<file path="src/rtl/cpu_types_pkg.sv">
// Shared types and constants for the fetch stage: word/opcode types, fetch FSM
// encoding, the HALT opcode and the NOP word loaded on flush/reset.
package cpu_types_pkg;

  typedef logic [31:0] word_t;
  typedef logic [5:0]  opcode_t;

  typedef enum logic [1:0] {
    FETCH  = 2'd0,
    SQUASH = 2'd1,
    HALT   = 2'd2
  } fetch_state_t;

  localparam opcode_t HALT_OP_DEF  = 6'h3F;
  localparam word_t   NOP_WORD_DEF = 32'h0000_0000;

  function automatic opcode_t opcode_of(input word_t instr);
    return instr[31:26];
  endfunction

endpackage

</file>
<file path="src/rtl/if_id_reg.sv">
// IF/ID pipeline latch: instruction, PC+4 and valid bit.
// Priority: reset > clear > enable; otherwise the entry holds.
module if_id_reg
  import cpu_types_pkg::*;
#(
  parameter word_t NOP_WORD = NOP_WORD_DEF
) (
  input  logic  clk,
  input  logic  rst,
  input  logic  en,
  input  logic  clr,
  input  word_t instr_i,
  input  word_t npc_i,
  output word_t instr_o,
  output word_t npc_o,
  output logic  valid_o
);

  word_t instr_q, instr_d;
  word_t npc_q, npc_d;
  logic  valid_q, valid_d;

  always_comb begin
    instr_d = instr_q;
    npc_d   = npc_q;
    valid_d = valid_q;
    if (clr) begin
      // npc is left as-is on a clear; only the valid bit gives it meaning
      instr_d = NOP_WORD;
      valid_d = 1'b0;
    end else if (en) begin
      instr_d = instr_i;
      npc_d   = npc_i;
      valid_d = 1'b1;
    end
  end

  always_ff @(posedge clk) begin
    if (rst) begin
      instr_q <= NOP_WORD;
      npc_q   <= '0;
      valid_q <= 1'b0;
    end else begin
      instr_q <= instr_d;
      npc_q   <= npc_d;
      valid_q <= valid_d;
    end
  end

  assign instr_o = instr_q;
  assign npc_o   = npc_q;
  assign valid_o = valid_q;

endmodule

</file>
<file path="src/rtl/fetch_stage.sv">
// Instruction fetch stage: FSM (FETCH/SQUASH/HALT), accept logic and IF/ID latch.
// Optional perf counters fetch_cnt/stall_cnt present when FETCH_PERF_EN is defined.
module fetch_stage
  import cpu_types_pkg::*;
#(
  parameter opcode_t HALT_OP  = HALT_OP_DEF,
  parameter word_t   NOP_WORD = NOP_WORD_DEF
) (
  input  logic        clk,
  input  logic        nRst,
  input  logic [31:0] imemaddr,
  input  logic        ihit,
  input  logic [31:0] iload,
  input  logic        stall,
  input  logic        flush,
  output logic        iREN,
  output logic [31:0] iaddr,
  output logic        pc_wen,
  output logic [31:0] instr_out,
  output logic [31:0] npc_out,
  output logic        valid_out,
  output logic        halt_out
`ifdef FETCH_PERF_EN
  ,
  output logic [31:0] fetch_cnt,
  output logic [31:0] stall_cnt
`endif
);

  // state  | meaning
  // FETCH  | normal fetch; accept on ihit when not stalled/flushed
  // SQUASH | a flushed miss is still in flight; discard its first ihit
  // HALT   | HALT opcode fetched; fetch stopped until flush or reset

  fetch_state_t state_q, state_d;
  logic accept;
  logic clr;

  assign accept = ~nRst & (state_q == FETCH) & ihit & ~stall & ~flush;
  assign pc_wen = accept;
  assign iREN   = (state_q != HALT);
  assign iaddr  = imemaddr;

  // Bubble on a plain miss, and drop whatever arrives while squashing
  assign clr = flush
             | ((state_q == FETCH)  & ~ihit & ~stall)
             | ((state_q == SQUASH) & ~stall);

  always_comb begin
    state_d = state_q;
    unique case (state_q)
      FETCH: begin
        if (flush) begin
          if (!ihit) state_d = SQUASH;
        end else if (accept && opcode_of(iload) == HALT_OP) begin
          state_d = HALT;
        end
      end
      SQUASH: begin
        if (!flush && ihit) state_d = FETCH;
      end
      HALT: begin
        if (flush) state_d = FETCH;
      end
      default: state_d = FETCH;
    endcase
  end

  always_ff @(posedge clk) begin
    if (nRst) state_q <= FETCH;
    else      state_q <= state_d;
  end

  assign halt_out = (state_q == HALT);

  if_id_reg #(
    .NOP_WORD (NOP_WORD)
  ) u_if_id (
    .clk     (clk),
    .rst     (nRst),
    .en      (accept),
    .clr     (clr),
    .instr_i (iload),
    .npc_i   (imemaddr + 32'd4),
    .instr_o (instr_out),
    .npc_o   (npc_out),
    .valid_o (valid_out)
  );

`ifdef FETCH_PERF_EN
  logic [31:0] fetch_cnt_q, fetch_cnt_d;
  logic [31:0] stall_cnt_q, stall_cnt_d;

  always_comb begin
    fetch_cnt_d = fetch_cnt_q + {31'd0, accept};
    stall_cnt_d = stall_cnt_q + {31'd0, stall & valid_out};
  end

  always_ff @(posedge clk) begin
    if (nRst) begin
      fetch_cnt_q <= '0;
      stall_cnt_q <= '0;
    end else begin
      fetch_cnt_q <= fetch_cnt_d;
      stall_cnt_q <= stall_cnt_d;
    end
  end

  assign fetch_cnt = fetch_cnt_q;
  assign stall_cnt = stall_cnt_q;
`endif

endmodule
</file>
<file path="config.mk">
export PLATFORM = sky130hd
export DESIGN_NAME = fetch_stage
export DESIGN_NICKNAME = d
export VERILOG_FILES = /design/src/rtl/cpu_types_pkg.sv /design/src/rtl/if_id_reg.sv /design/src/rtl/fetch_stage.sv
export SDC_FILE = /design/constraint.sdc
export NUM_CORES = 1
export LEC_CHECK = 0
export ABC_AREA = 1
export CAP_MARGIN = 30
export CORE_MARGIN = 1.5
export CORE_UTILIZATION = 42
export CTS_CLUSTER_SIZE = 10
export DETAILED_ROUTE_END_ITERATION = 10
export PLACE_DENSITY_LB_ADDON = 0.2
export SYNTH_ARGS = -nofsm -noshare
export SYNTH_HDL_FRONTEND = slang
export SYNTH_SLANG_ARGS = --single-unit
</file>
<file path="constraint.sdc">
create_clock -name clk -period 2 [get_ports clk]
set_clock_uncertainty 0.05 [all_clocks]
set_input_delay 0.5 -clock clk [delete_from_list [all_inputs] [get_ports clk]]
set_output_delay 0.5 -clock clk [all_outputs]
set_load 0.005 [all_outputs]
</file>
==> results of run 1 <==
==> layout make-up <==
| cell class | instances | area (µm²) |
|---|---|---|
| Clock buffer | 10 | 128 |
| Clock inverter | 6 | 88.8 |
| Fill cell | 733 | 2580 |
| Inverter | 44 | 165 |
| Multi-Input combinational cell | 368 | 1770 |
| Sequential cell | 67 | 1340 |
| Tap cell | 105 | 131 |
| Timing Repair Buffer | 225 | 2090 |
==> worst register-to-register path, stage by stage (launching register included) <==
cell and delay (ns):
dfxtp_2 0.34, nor2_2 0.15, nand3_2 0.14, inv_2 0.11, buf_4 0.21, buf_4 0.29
nand2_1 0.09, nor2_1 0.11, nor2_1 0.04
==> placed cells by master, fill, tap and decap left out, types with 2 or more instances in the layout <==
cell type	Yosys	routed
nand2_2	6	6
clkdlybuf4s50_1	0	133
nor2_4	7	7
buf_6	2	2
nand3_1	20	19
xor2_1	5	5
nand4_1	3	3
inv_1	42	42
o211ai_1	2	2
nor2_2	4	7
nand3_4	2	2
clkinvlp_4	0	2
nand3b_1	7	7
nor2_8	2	2
o21ai_0	11	11
nand2_1	160	160
inv_2	2	2
dfxtp_1	67	65
o21ai_1	7	7
dlymetal6s2s_1	0	2
dlygate4sd2_1	0	32
buf_4	38	55
dfxtp_2	0	2
xnor2_1	7	7
bufinv_16	0	2
nand3_2	1	2
nor2_1	75	72
a21oi_1	40	40
nor3_1	2	2
clkbuf_8	0	9
==> where the power goes <==
part           switching (mW)  total, mW  internal (mW)
Combinational           0.231      0.543          0.311
Clock                   0.537       1.24          0.704
Sequential             0.0165       1.38           1.36
Total                   0.785       3.16           2.38
==> state kept, by name, summed over array words and instances, names as in the netlist <==
name             count
state_q              2
u_if_id.instr_o     32
u_if_id.npc_o       32
u_if_id.valid_o      1
==> routing by layer <==
layer	part of all wire (%)	vias up	GRT usage (%)
met5	0	-	0
met4	1.2	0	7.84
met3	6.7	13	6.32
met2	49	104	39.8
met1	43	1782	29.0
li1	-	1992	-
==> path summary, 6_finish.rpt <==
kind | from | end | slack (ns) | cells after the start
setup / recovery | ihit | pc_wen | 0.004 | 6
hold / removal | u_if_id.instr_o[6] | u_if_id.instr_o[6] | 0.42 | 2
setup reg to reg | state_q[1] | u_if_id.npc_o[11] | 0.39 | 8
hold reg to reg | u_if_id.instr_o[6] | u_if_id.instr_o[6] | 0.42 | 2
==> repair_timing <==
action / in CTS / in global routing
endpoints found under the setup margin: 35 / 17
pin swaps: 0 / 1
gates resized for setup: 35 / 10
setup buffers: 0 / 1
==> logic make-up after synthesis <==
| family | count (synthesis) | share of synthesized area, % |
|---|---|---|
| simple gates | 294 | 36.5 |
| buf+inv | 96 | 14.7 |
| flops | 67 | 36.9 |
| compound gates | 61 | 8.64 |
| xor+xnor | 12 | 2.89 |
| fa+ha+maj | 1 | 0.344 |
==> impl_metrics.env, run 1 <==
export IMPL_relSlewSlack_pct=69.0
export IMPL_areaGrowthSynthToFinish_pct=57.4
export IMPL_setup_viol=0
export IMPL_cp_end_kind="output port"
export IMPL_root_buffer="clkbuf_8"
export IMPL_synth_area_top_cells="dfxtp_1 (37%), nand2_1 (17%), buf_4 (7.8%), nor2_1 (7.7%), a21oi_1 (5.5%)"
export IMPL_antenna_found_initial=0
export IMPL_cp_max_fo=2
export IMPL_min_path_type="flip-flop to flip-flop"
export IMPL_drtIter0Drc=137
export IMPL_htree_levels=3
export IMPL_synth_most_common_cell="nand2_1"
export IMPL_cts_tree="built"
export IMPL_fmax_ghz=0.501
export IMPL_clkTransAtPathRegs_ns=0.07
export IMPL_initial_core_util_pct=43.8
export IMPL_synth_cell_types=34
export IMPL_synth_cells=531
export IMPL_grt_usage_pct=23.6
export IMPL_cts_hold_buf=0
export IMPL_crit_slowest_cell="clkdlybuf4s50_1"
export IMPL_ys_seq_area_share_pct=36.9
export IMPL_slowest_delay_ns=0.48
export IMPL_grt_pass1_wl_um=16600
export IMPL_routedWlPerCell_um=13.0
export IMPL_crit_family="buffers and inverters"
export IMPL_crit_path_start_kind="input port"
export IMPL_leakagePower_nw=2.46
export IMPL_required_ns=1.45
export IMPL_period_needed_ns=2.00
export IMPL_worst_pin_slew_ns=0.465
export IMPL_post_route_cell_area_um2=5720
export IMPL_worstPathCellList="clkdlybuf4s50_1 -> inv_1 -> nor2_2 -> nand3_2 -> inv_2 -> buf_6"
export IMPL_async_flop_share_pct=0
export IMPL_final_core_util_pct=68.9
export IMPL_synth_largest_area_cell="dfxtp_1"
export IMPL_whs_ns=0.415
export IMPL_pwr_density_cell_nw_per_um2=553
export IMPL_fin_ws_ns=0.00426
export IMPL_placed_cell_area_um2=5520
export IMPL_postSynthAreaPerCell_um2=6.85
export IMPL_ios=169
export IMPL_netlist_area_leader_share_pct=36.9
export IMPL_cts_buffer_depth=2
export IMPL_synth_commonest_cells="nand2_1 (160), nor2_1 (75), dfxtp_1 (67), inv_1 (42), a21oi_1 (40)"
export IMPL_overflow=0
export IMPL_crit_type="input port to output port"
export IMPL_die_height_um=96.0
export IMPL_rows=33
export IMPL_ys_flop_type="dfxtp_1"
export IMPL_rsz0062_at_grt="true"
export IMPL_cts_made_buffers=9
export IMPL_first_global_vias=3590
export IMPL_place_hpwl_um=8320
export IMPL_dp_slack_ns=-0.446
export IMPL_routed_wl_um=10700
export IMPL_dr_total_vias=3891
export IMPL_core_area_um2=8300
export IMPL_vias_per_cell=4.72
export IMPL_dr_pass1_iters=6
export IMPL_arrival_ns=1.45
export IMPL_syn_area_um2=3630
export IMPL_drcViolationCount=0
export IMPL_layout_drive_gt1_share_pct=14.6
export IMPL_diodes=0
export IMPL_maxCapViolCount=0
export IMPL_stdcell_count=825
export IMPL_gp_congestion=0.882
export IMPL_status="complete, no violations"
export IMPL_place_inst=808
export IMPL_critPathBufInv=4
export IMPL_die_area_um2=9220
export IMPL_synth_nets=601
export IMPL_peakVddDrop_v=0.000478
export IMPL_clock_sinks=67
export IMPL_drv_slew=0
export IMPL_chipWidth_um=96.0
export IMPL_synth_edf_count=0
export IMPL_grt_max_degree=48
export IMPL_synth_seq_cells=67
export IMPL_port_buffer_count=168
export IMPL_drtAntennaViolNets=0
export IMPL_fin_nets=785
export IMPL_yosysWarningCount=0
export IMPL_power_mw=3.16
export IMPL_clock_latency_ns=0.33
export IMPL_finalCritPeriodShare_pct=99.8
export IMPL_tns_ns=0
export IMPL_finalHoldViolations=0
Power figures use the tool's default switching activity.
==> run 2: changes to the inputs <==
GPL_TIMING_DRIVEN = 0   (was not set)
==> run 2 against run 1 <==
Against the previous run: design area is 1.1% higher; die area did not move; maximum frequency increased by 1.1%; highest routed layer unchanged; critical path depth is 3 lower; non-clock buffer count grew 7; via count grew 2.0%; global-route usage is 1.9 points higher; register-to-register slack got worse by 0.35 ns; setup slack gained 0.022 ns; core utilization is 0.78 points higher; final cell count up 0.85%.
==> impl_metrics.env, run 2 (synthesized netlist as in run 1, its figures left out) <==
export IMPL_finalCritPeriodShare_pct=98.7
export IMPL_dr_total_vias=3970
export IMPL_pwr_density_cell_nw_per_um2=538
export IMPL_peakVddDrop_v=0.000463
export IMPL_crit_path_start_kind="input port"
export IMPL_post_route_cell_area_um2=5790
export IMPL_clock_sinks=67
export IMPL_period_needed_ns=1.97
export IMPL_rsz0062_at_grt="true"
export IMPL_placed_cell_area_um2=5450
export IMPL_power_mw=3.11
export IMPL_drcViolationCount=0
export IMPL_core_area_um2=8300
export IMPL_multi_input_area_um2=1800
export IMPL_cp_max_fo=4
export IMPL_final_core_util_pct=69.7
export IMPL_dr_pass1_iters=4
export IMPL_areaGrowthSynthToFinish_pct=59.2
export IMPL_seqCellArea_um2=1340
export IMPL_fmax_ghz=0.507
export IMPL_cts_hold_buf=0
export IMPL_maxCapViolCount=0
export IMPL_routedWlPerCell_um=14.0
export IMPL_drtIter0Drc=142
export IMPL_die_height_um=96.0
export IMPL_die_area_um2=9220
export IMPL_status="complete, no violations"
export IMPL_grt_pass1_wl_um=17900
export IMPL_required_ns=1.45
export IMPL_drv_slew=0
export IMPL_clock_latency_ns=0.35
export IMPL_antenna_found_initial=0
export IMPL_fin_nets=792
export IMPL_vias_per_cell=4.77
export IMPL_setup_viol=0
export IMPL_chipWidth_um=96.0
export IMPL_crit_type="input port to output port"
export IMPL_drtAntennaViolNets=0
export IMPL_relSlewSlack_pct=66.6
export IMPL_finalHoldViolations=0
export IMPL_diodes=0
export IMPL_htree_levels=3
export IMPL_cts_tree="built"
export IMPL_tns_ns=0
export IMPL_min_path_type="input port to flip-flop"
export IMPL_rows=33
export IMPL_clkTransAtPathRegs_ns=0.09
export IMPL_cts_made_buffers=9
export IMPL_place_hpwl_um=8820
export IMPL_cp_end_kind="output port"
export IMPL_arrival_ns=1.42
export IMPL_fillers=726
export IMPL_grt_max_degree=19
export IMPL_cts_buffer_depth=2
export IMPL_overflow=0
export IMPL_place_inst=804
export IMPL_gp_congestion=0.930
export IMPL_ios=169
export IMPL_worst_pin_slew_ns=0.501
export IMPL_layout_drive_gt1_share_pct=16.8
export IMPL_leakagePower_nw=2.48
export IMPL_final_cell_mix="nand2_1 (159), clkdlybuf4s50_1 (130), nor2_1 (72), dfxtp_1 (65), buf_4 (46)"
export IMPL_grt_usage_pct=25.5
export IMPL_port_buffer_count=168
export IMPL_stdcell_count=832
export IMPL_mostFrequentLayoutCell="nand2_1"
export IMPL_first_global_vias=3699
export IMPL_root_buffer="clkbuf_8"
export IMPL_initial_core_util_pct=43.8
export IMPL_routed_wl_um=11600
run 2: cell count changes in the layout (fill, tap and decap cells not counted), moves of 4 or more:
cell,delta
o21ai_0,-5
clkbuf_2,+7
o21ai_2,+4
buf_4,-9
clkdlybuf4s15_1,+9
dlygate4sd2_1,-13
run 2: layer usage:
layer	up-vias	global-route usage (%)	part of all wire (%)
met4	0	7.48	1.7
li1	2009	-	-
met2	128	44.2	49
met3	15	5.29	6.8
met1	1818	31.6	42
met5	-	0	0
run 2: stage by stage:
stage               hold WS, ns  worst slack (ns)
floorplan                 0.409             0.362
global placement          0.402            -0.821
detailed placement        0.408            -0.813
CTS                       0.419           0.00434
global route              0.398          -0.00909
finish                    0.384            0.0264
run 2: worst max-delay path: stages:
cell	delay, ns
dlygate4sd2_1	0.29
buf_4	0.14
clkdlybuf4s50_1	0.49
run 2: final cells by class:
class	instances	share of cell area [%]
clock inverter	7	1.32
buffer	51	6.94
inverter	44	2.85
sequential	67	23.2
timing repair buffer	181	30.1
clock buffer	9	2.14
multi-input combinational	368	31.1
tap	105	2.27
run 2: where the power goes:
part           switching, mW  leakage (nW)  total, mW  internal, mW
Clock                  0.596        0.0962       1.18         0.585
Sequential            0.0175         0.543       1.38          1.36
Combinational          0.241          1.84      0.553         0.312
Total                  0.854          2.48       3.11          2.26
run 2: final timing paths:
check	start	to	slack, ns	cells after the start
hold / removal	ihit	state_q[0]	0.38	3
hold reg to reg	u_if_id.instr_o[26]	u_if_id.instr_o[26]	0.42	2
setup / recovery	imemaddr[5]	iaddr[5]	0.03	3
setup reg to reg	state_q[1]	u_if_id.npc_o[10]	0.04	12
run 2: repair_timing:
item / in CTS / in global routing
resized for setup: 64 / 38
setup buffers: 11 / 1
pin swaps: 3 / 5
cloned: 0 / 1
endpoints found under the setup margin: 46 / 63
==> run 3: changes to the inputs <==
CTS_CLUSTER_SIZE = 20   (was 10)
GPL_TIMING_DRIVEN = not set   (was 0)
==> results of run 3 <==
Same layout as run 1: the final DEF is identical, and so are final timing and power.
